<file path="src/rtl/codec_clkgen_if.sv">
// Purpose : bundles the run enable and the generated codec clocks/strobes of codec_clkgen.
// Latency : n/a (signal bundle only).
// Backpressure: none; a free-running timing source with no handshake.
// Ports   : en (run enable, into generator); mclk, bclk, lrclk, bclk_rise, bclk_fall,
//           frame_start, bit_idx[IDXW-1:0] (out of generator).
// Modports: master = clock generator side, slave = serialiser/deserialiser side.
interface codec_clkgen_if #(
  parameter int IDXW = 5
);
  logic            en;
  logic            mclk;
  logic            bclk;
  logic            lrclk;
  logic            bclk_rise;
  logic            bclk_fall;
  logic            frame_start;
  logic [IDXW-1:0] bit_idx;

  modport master (
    input  en,
    output mclk, bclk, lrclk, bclk_rise, bclk_fall, frame_start, bit_idx
  );

  modport slave (
    output en,
    input  mclk, bclk, lrclk, bclk_rise, bclk_fall, frame_start, bit_idx
  );
endinterface

</file>
<file path="src/rtl/codec_clkgen.sv">
// Purpose : WM8731 MCLK/BCLK/LRCLK generator with bit strobes and slot bit index.
// Latency : all outputs registered; first mclk rise MCLK_HALF clk cycles after en is sampled high.
// Backpressure: none; free-running while en=1, en=0 forces the reset state on the next clk.
// Ports   : clk (system clock), reset (async, active-low), bus (codec_clkgen_if.master:
//           en in; mclk, bclk, lrclk, bclk_rise, bclk_fall, frame_start, bit_idx out).
// Option  : define CODEC_CLKGEN_I2S_EN for I2S framing (lrclk leads the MSB by one BCLK);
//           left-justified framing otherwise.
module codec_clkgen #(
  parameter int MCLK_HALF = 2,
  parameter int BCLK_HALF = 4,
  parameter int SLOT_BITS = 32,
  parameter int IDXW      = $clog2(SLOT_BITS)
) (
  input logic          clk,
  input logic          reset,
  codec_clkgen_if.master bus
);
  localparam int MW = (MCLK_HALF > 1) ? $clog2(MCLK_HALF) : 1;
  localparam int BW = (BCLK_HALF > 1) ? $clog2(BCLK_HALF) : 1;

  localparam logic [MW-1:0]   MCNT_LAST = MW'(MCLK_HALF - 1);
  localparam logic [BW-1:0]   BCNT_LAST = BW'(BCLK_HALF - 1);
  localparam logic [IDXW-1:0] IDX_MSB   = IDXW'(SLOT_BITS - 1);

  logic [MW-1:0]   mcnt_q;
  logic [BW-1:0]   bcnt_q;
  logic [IDXW-1:0] bit_idx_q;
  logic            mclk_q;
  logic            bclk_q;
  logic            lrclk_q;
  logic            bclk_rise_q;
  logic            bclk_fall_q;
  logic            frame_start_q;

  // Event chain: every BCLK edge is a qualified MCLK falling edge, every slot
  // step is a qualified BCLK falling edge, so all of them can land in one cycle.
  logic mcnt_wrap;
  logic mclk_fall_evt;
  logic bclk_tgl;
  logic bclk_fall_evt;
  logic idx_wrap;
  logic lr_tgl;
  logic frame_evt;

  assign mcnt_wrap     = (mcnt_q == MCNT_LAST);
  assign mclk_fall_evt = mcnt_wrap & mclk_q;
  assign bclk_tgl      = mclk_fall_evt & (bcnt_q == BCNT_LAST);
  assign bclk_fall_evt = bclk_tgl & bclk_q;
  assign idx_wrap      = bclk_fall_evt & (bit_idx_q == '0);

`ifdef CODEC_CLKGEN_I2S_EN
  // I2S: lrclk moves one BCLK ahead of the MSB, so at the slot wrap lrclk
  // already shows the new slot; the left slot starts where lrclk is low.
  assign lr_tgl    = bclk_fall_evt & (bit_idx_q == IDXW'(1));
  assign frame_evt = idx_wrap & ~lrclk_q;
`else
  // Left-justified: lrclk moves together with the MSB, so at the slot wrap
  // lrclk still shows the old slot; a left slot follows a high lrclk.
  assign lr_tgl    = idx_wrap;
  assign frame_evt = idx_wrap & lrclk_q;
`endif

  always_ff @(posedge clk or negedge reset) begin
    if (!reset) begin
      mcnt_q        <= '0;
      bcnt_q        <= '0;
      bit_idx_q     <= IDX_MSB;
      mclk_q        <= 1'b0;
      bclk_q        <= 1'b0;
      lrclk_q       <= 1'b0;
      bclk_rise_q   <= 1'b0;
      bclk_fall_q   <= 1'b0;
      frame_start_q <= 1'b0;
    end else if (!bus.en) begin
      // Synchronous stop: identical to the reset state so a restart replays
      // exactly the same waveform as a release from reset.
      mcnt_q        <= '0;
      bcnt_q        <= '0;
      bit_idx_q     <= IDX_MSB;
      mclk_q        <= 1'b0;
      bclk_q        <= 1'b0;
      lrclk_q       <= 1'b0;
      bclk_rise_q   <= 1'b0;
      bclk_fall_q   <= 1'b0;
      frame_start_q <= 1'b0;
    end else begin
      if (mcnt_wrap) begin
        mcnt_q <= '0;
        mclk_q <= ~mclk_q;
      end else begin
        mcnt_q <= mcnt_q + MW'(1);
      end

      if (mclk_fall_evt) begin
        bcnt_q <= (bcnt_q == BCNT_LAST) ? '0 : bcnt_q + BW'(1);
      end

      if (bclk_tgl) begin
        bclk_q <= ~bclk_q;
      end
      // Strobes mark the cycle the bclk register itself changes.
      bclk_rise_q <= bclk_tgl & ~bclk_q;
      bclk_fall_q <= bclk_tgl & bclk_q;

      if (bclk_fall_evt) begin
        bit_idx_q <= idx_wrap ? IDX_MSB : bit_idx_q - IDXW'(1);
      end

      if (lr_tgl) begin
        lrclk_q <= ~lrclk_q;
      end
      frame_start_q <= frame_evt;
    end
  end

  assign bus.mclk        = mclk_q;
  assign bus.bclk        = bclk_q;
  assign bus.lrclk       = lrclk_q;
  assign bus.bclk_rise   = bclk_rise_q;
  assign bus.bclk_fall   = bclk_fall_q;
  assign bus.frame_start = frame_start_q;
  assign bus.bit_idx     = bit_idx_q;
endmodule

</file>
<file path="src/flat_wrapper.sv">
// flat-port wrapper written by rule: the top's interface ports become plain ports
module codec_clkgen_flat 
#(
  parameter int MCLK_HALF = 2,
  parameter int BCLK_HALF = 4,
  parameter int SLOT_BITS = 32,
  parameter int IDXW      = $clog2(SLOT_BITS)
)
  (clk, reset, bus_en, bus_mclk, bus_bclk, bus_lrclk, bus_bclk_rise, bus_bclk_fall, bus_frame_start, bus_bit_idx);
  codec_clkgen_if #(.IDXW(IDXW)) bus_i ();
  input logic clk;
  input logic reset;
  input wire logic [$bits(bus_i.en)-1:0] bus_en;
  output wire logic [$bits(bus_i.mclk)-1:0] bus_mclk;
  output wire logic [$bits(bus_i.bclk)-1:0] bus_bclk;
  output wire logic [$bits(bus_i.lrclk)-1:0] bus_lrclk;
  output wire logic [$bits(bus_i.bclk_rise)-1:0] bus_bclk_rise;
  output wire logic [$bits(bus_i.bclk_fall)-1:0] bus_bclk_fall;
  output wire logic [$bits(bus_i.frame_start)-1:0] bus_frame_start;
  output wire logic [$bits(bus_i.bit_idx)-1:0] bus_bit_idx;
  assign bus_i.en = bus_en;
  assign bus_mclk = bus_i.mclk;
  assign bus_bclk = bus_i.bclk;
  assign bus_lrclk = bus_i.lrclk;
  assign bus_bclk_rise = bus_i.bclk_rise;
  assign bus_bclk_fall = bus_i.bclk_fall;
  assign bus_frame_start = bus_i.frame_start;
  assign bus_bit_idx = bus_i.bit_idx;
  codec_clkgen #(.MCLK_HALF(MCLK_HALF), .BCLK_HALF(BCLK_HALF), .SLOT_BITS(SLOT_BITS), .IDXW(IDXW)) u_core (.clk(clk), .reset(reset), .bus(bus_i));
endmodule
</file>
<file path="config.mk">
export PLATFORM = sky130hd
export DESIGN_NAME = codec_clkgen_flat
export DESIGN_NICKNAME = d
export VERILOG_FILES = /design/src/rtl/codec_clkgen_if.sv /design/src/rtl/codec_clkgen.sv /design/src/flat_wrapper.sv
export SDC_FILE = /design/constraint.sdc
export NUM_CORES = 1
export LEC_CHECK = 0
export CORE_MARGIN = 2
export CORE_UTILIZATION = 35
export DETAILED_ROUTE_END_ITERATION = 12
export PLACE_DENSITY = 0.65
export SYNTH_ARGS = -nofsm -noshare
export SYNTH_HDL_FRONTEND = slang
export SYNTH_SLANG_ARGS = --single-unit
</file>
<file path="constraint.sdc">
create_clock -name clk -period 2.85 [get_ports clk]
set_input_delay 0.57 -clock clk [delete_from_list [all_inputs] [get_ports clk]]
set_output_delay 0.57 -clock clk [all_outputs]
set_load 0.05 [all_outputs]
</file>
==> metrics.txt <==
Die ar. 2160 um2; Die Y 46.4 um; Post-Synth Simple-Gate Area 20.8%; DR iter-0 viols 5; HPWL after DPL 844 um; CP Cell Sequence clkdlybuf4s50_1; crit path launch u_core.bus.bit_idx[2]; status finished, final reports clean; GP Congestion around 0.79; Final Cycle Share 79.1%; Avg Vias per Cell about 4.9; max cap viols 0; Synth Area in XOR/XNOR around 4.2%; Max clock buf depth 2; Total GRT Usage approximately an eighth; Peak VDD IR 0.279 mV; commonest cells after routing, fill and taps aside clkdlybuf4s50_1, dfrtp_1, nor2_1; Setup Slack @ Placement around 900 ps; clk_lat worst skew 280 ps; CTS HTree Levels 1; post-synth top area share 35.7%; Post-Layout Cell Count 99; # setup viols final 0; Mean Syn Cell Area 10.9 um2; complex-gate fraction of the synthesized area 12.1%; critical path's top delay family buffers and inverters; startpoint types register; Cell Area, Synth about 630 um2; Via Count roughly 500; worst hold-check path type register to register; dpl cells 95; die width 46.4 um; cts-stage hold buffer count 0; worst r2r src u_core.bus.bit_idx[0]; layout cells sized above 1 between 15 and 20%; GRT overflow 0; ANT cells 0; post-CTS setup buffers 0; CTS Sinks 14; first-pass GRT wire length 1930 um; clock skew 0.659 ps; CP max stage cell clkdlybuf4s50_1; Initial Util 36.9%; actual slew at the worst max-slew pin 635 ps; total routed wirelength roughly 1200 um; Req. time, crit path 2280 ps; register clock-pin slew on the reported worst setup and hold paths roughly 80 ps; clk root buf clkbuf_4; initial antenna violation count 0; largest area contributor in the synthesized netlist dfrtp_1; DRC viols 0; Synth cell types 25; Synth Register Bits 14; post-synthesis sequential area ratio 56.5%; FMAX 443 MHz; Final ANT Viol Nets 0; setup tns final 0 ps; Port-buffer cells 13; largest net degree at the start of global routing 15; vias in the first global route 437; Post-Syn Nets 63; Bufs and invs on worst path 1; largest family of logic cells by synthesized area simple AND/OR/NAND/NOR gates; synth warn 0; unrepaired setup endpoints after global routing no; most common cell after layout, fill and taps aside clkdlybuf4s50_1; fill count 164; Leakage approximately 0.37 nW; post-CTS sizing 0; Power Density 430 nW/um2; Layout Nets 80; Synth Area in Adders 3.97%; Final Hold Viols 0; Cells after Synth 58; critical path class register to primary output; worst hold path startpoint u_core.bus.bit_idx[1]; crit end category primary output; crit-path max FO 7; row count 15; TritonCTS clock tree done; post-synthesis mux area share 0%; Core ar. 1710 um2; cts bufs inserted 3; crit path time final 2250 ps; WL/cell 12.1 um; crit-path max cell delay 810 ps; ranking of synthesized cells by area dfrtp_1, dfstp_2, ha_1, nor2_1, o21ai_0; # IOs 14; area grow syn2layout 29.2%; Worst EP arrival 1680 ps; Slew headroom 57.6%; Final WS setup 595 ps; first-pass iteration count of the detailed router 4; max-slew violation count 0
-- power breakdown --
part           total (mW)  internal (mW)  switching (mW)
registers           0.208          0.202         0.00541
clock network       0.119         0.0543          0.0646
logic              0.0234        0.00846          0.0150
total               0.350          0.265          0.0850
-- synth_stat cells --
master,n
and3_1,2
dfstp_2,5
nor3_1,1
ha_1,2
nand2_1,4
or3_1,1
inv_1,3
o31a_2,1
or4b_4,1
o21ai_0,4
a21oi_1,3
clkbuf_1,1
dfrtp_1,9
o311ai_0,1
o211ai_1,1
o41ai_1,1
nand4_1,1
nor3b_1,1
nand3_1,2
and3_2,2
xor2_1,1
xnor2_1,2
and4_1,2
a31oi_1,1
nor2_1,6
-- state kept, by name, indices dropped and copies added (netlist names) --
register / flops
u_core.bcnt_q: 2
u_core.bus.bclk: 1
u_core.bus.bclk_fall: 1
u_core.bus.bclk_rise: 1
u_core.bus.bit_idx: 5
u_core.bus.frame_start: 1
u_core.bus.lrclk: 1
u_core.bus.mclk: 1
u_core.mcnt_q: 1
-- cell families after synthesis --
family                     after synthesis
AOI/OAI and AO/OA                       12
xor gates and xnor gates                 3
adders and majority gates                2
buffers and inverters                    4
DFF                                     14
and+or+nand+nor                         23
-- metrics by stage --
stage	utilization [%]	area (um2)	hold slack [ps]	total power, mW
2_1_floorplan	-	631	274	0.222
3_3_place_gp	46.2	788	520	0.235
3_5_place_dp	46.2	788	524	0.235
4_1_cts	47.7	815	536	0.357
5_1_grt	47.7	815	558	0.367
6_report	47.7	815	535	0.350
-- worst paths after layout --
path,end,slack [ps],depth (start not counted)
worst max register to register,u_core.bus.lrclk,1130,5
max in group asynchronous,u_core.bus.bclk,1770,1
worst max-delay path,bus_bit_idx[2],600,1
worst min register to register,u_core.bus.bit_idx[1],530,2
worst min-delay path,u_core.bus.bit_idx[1],530,2
min in group asynchronous,u_core.bus.bclk_fall,680,1
-- per-layer routing --
layer  wire length, um  share of wire, %  global-route usage (%)
met2               546                46                    20.3
met5                 0                 0                       0
met4                 5              0.42                    5.14
met3                72               6.0                    5.88
met1               574                48                    15.8
-- cell type report --
cell class / count / area [um2] / area share [%]
repair buffers: 13 / 130 / 16.0
multi-input cells: 40 / 259 / 31.8
flip-flops and latches: 14 / 357 / 43.8
inverters: 3 / 11.3 / 1.38
well taps: 25 / 31.3 / 3.84
clock buffers: 4 / 26.3 / 3.23
(Power assumes the default switching activity.)
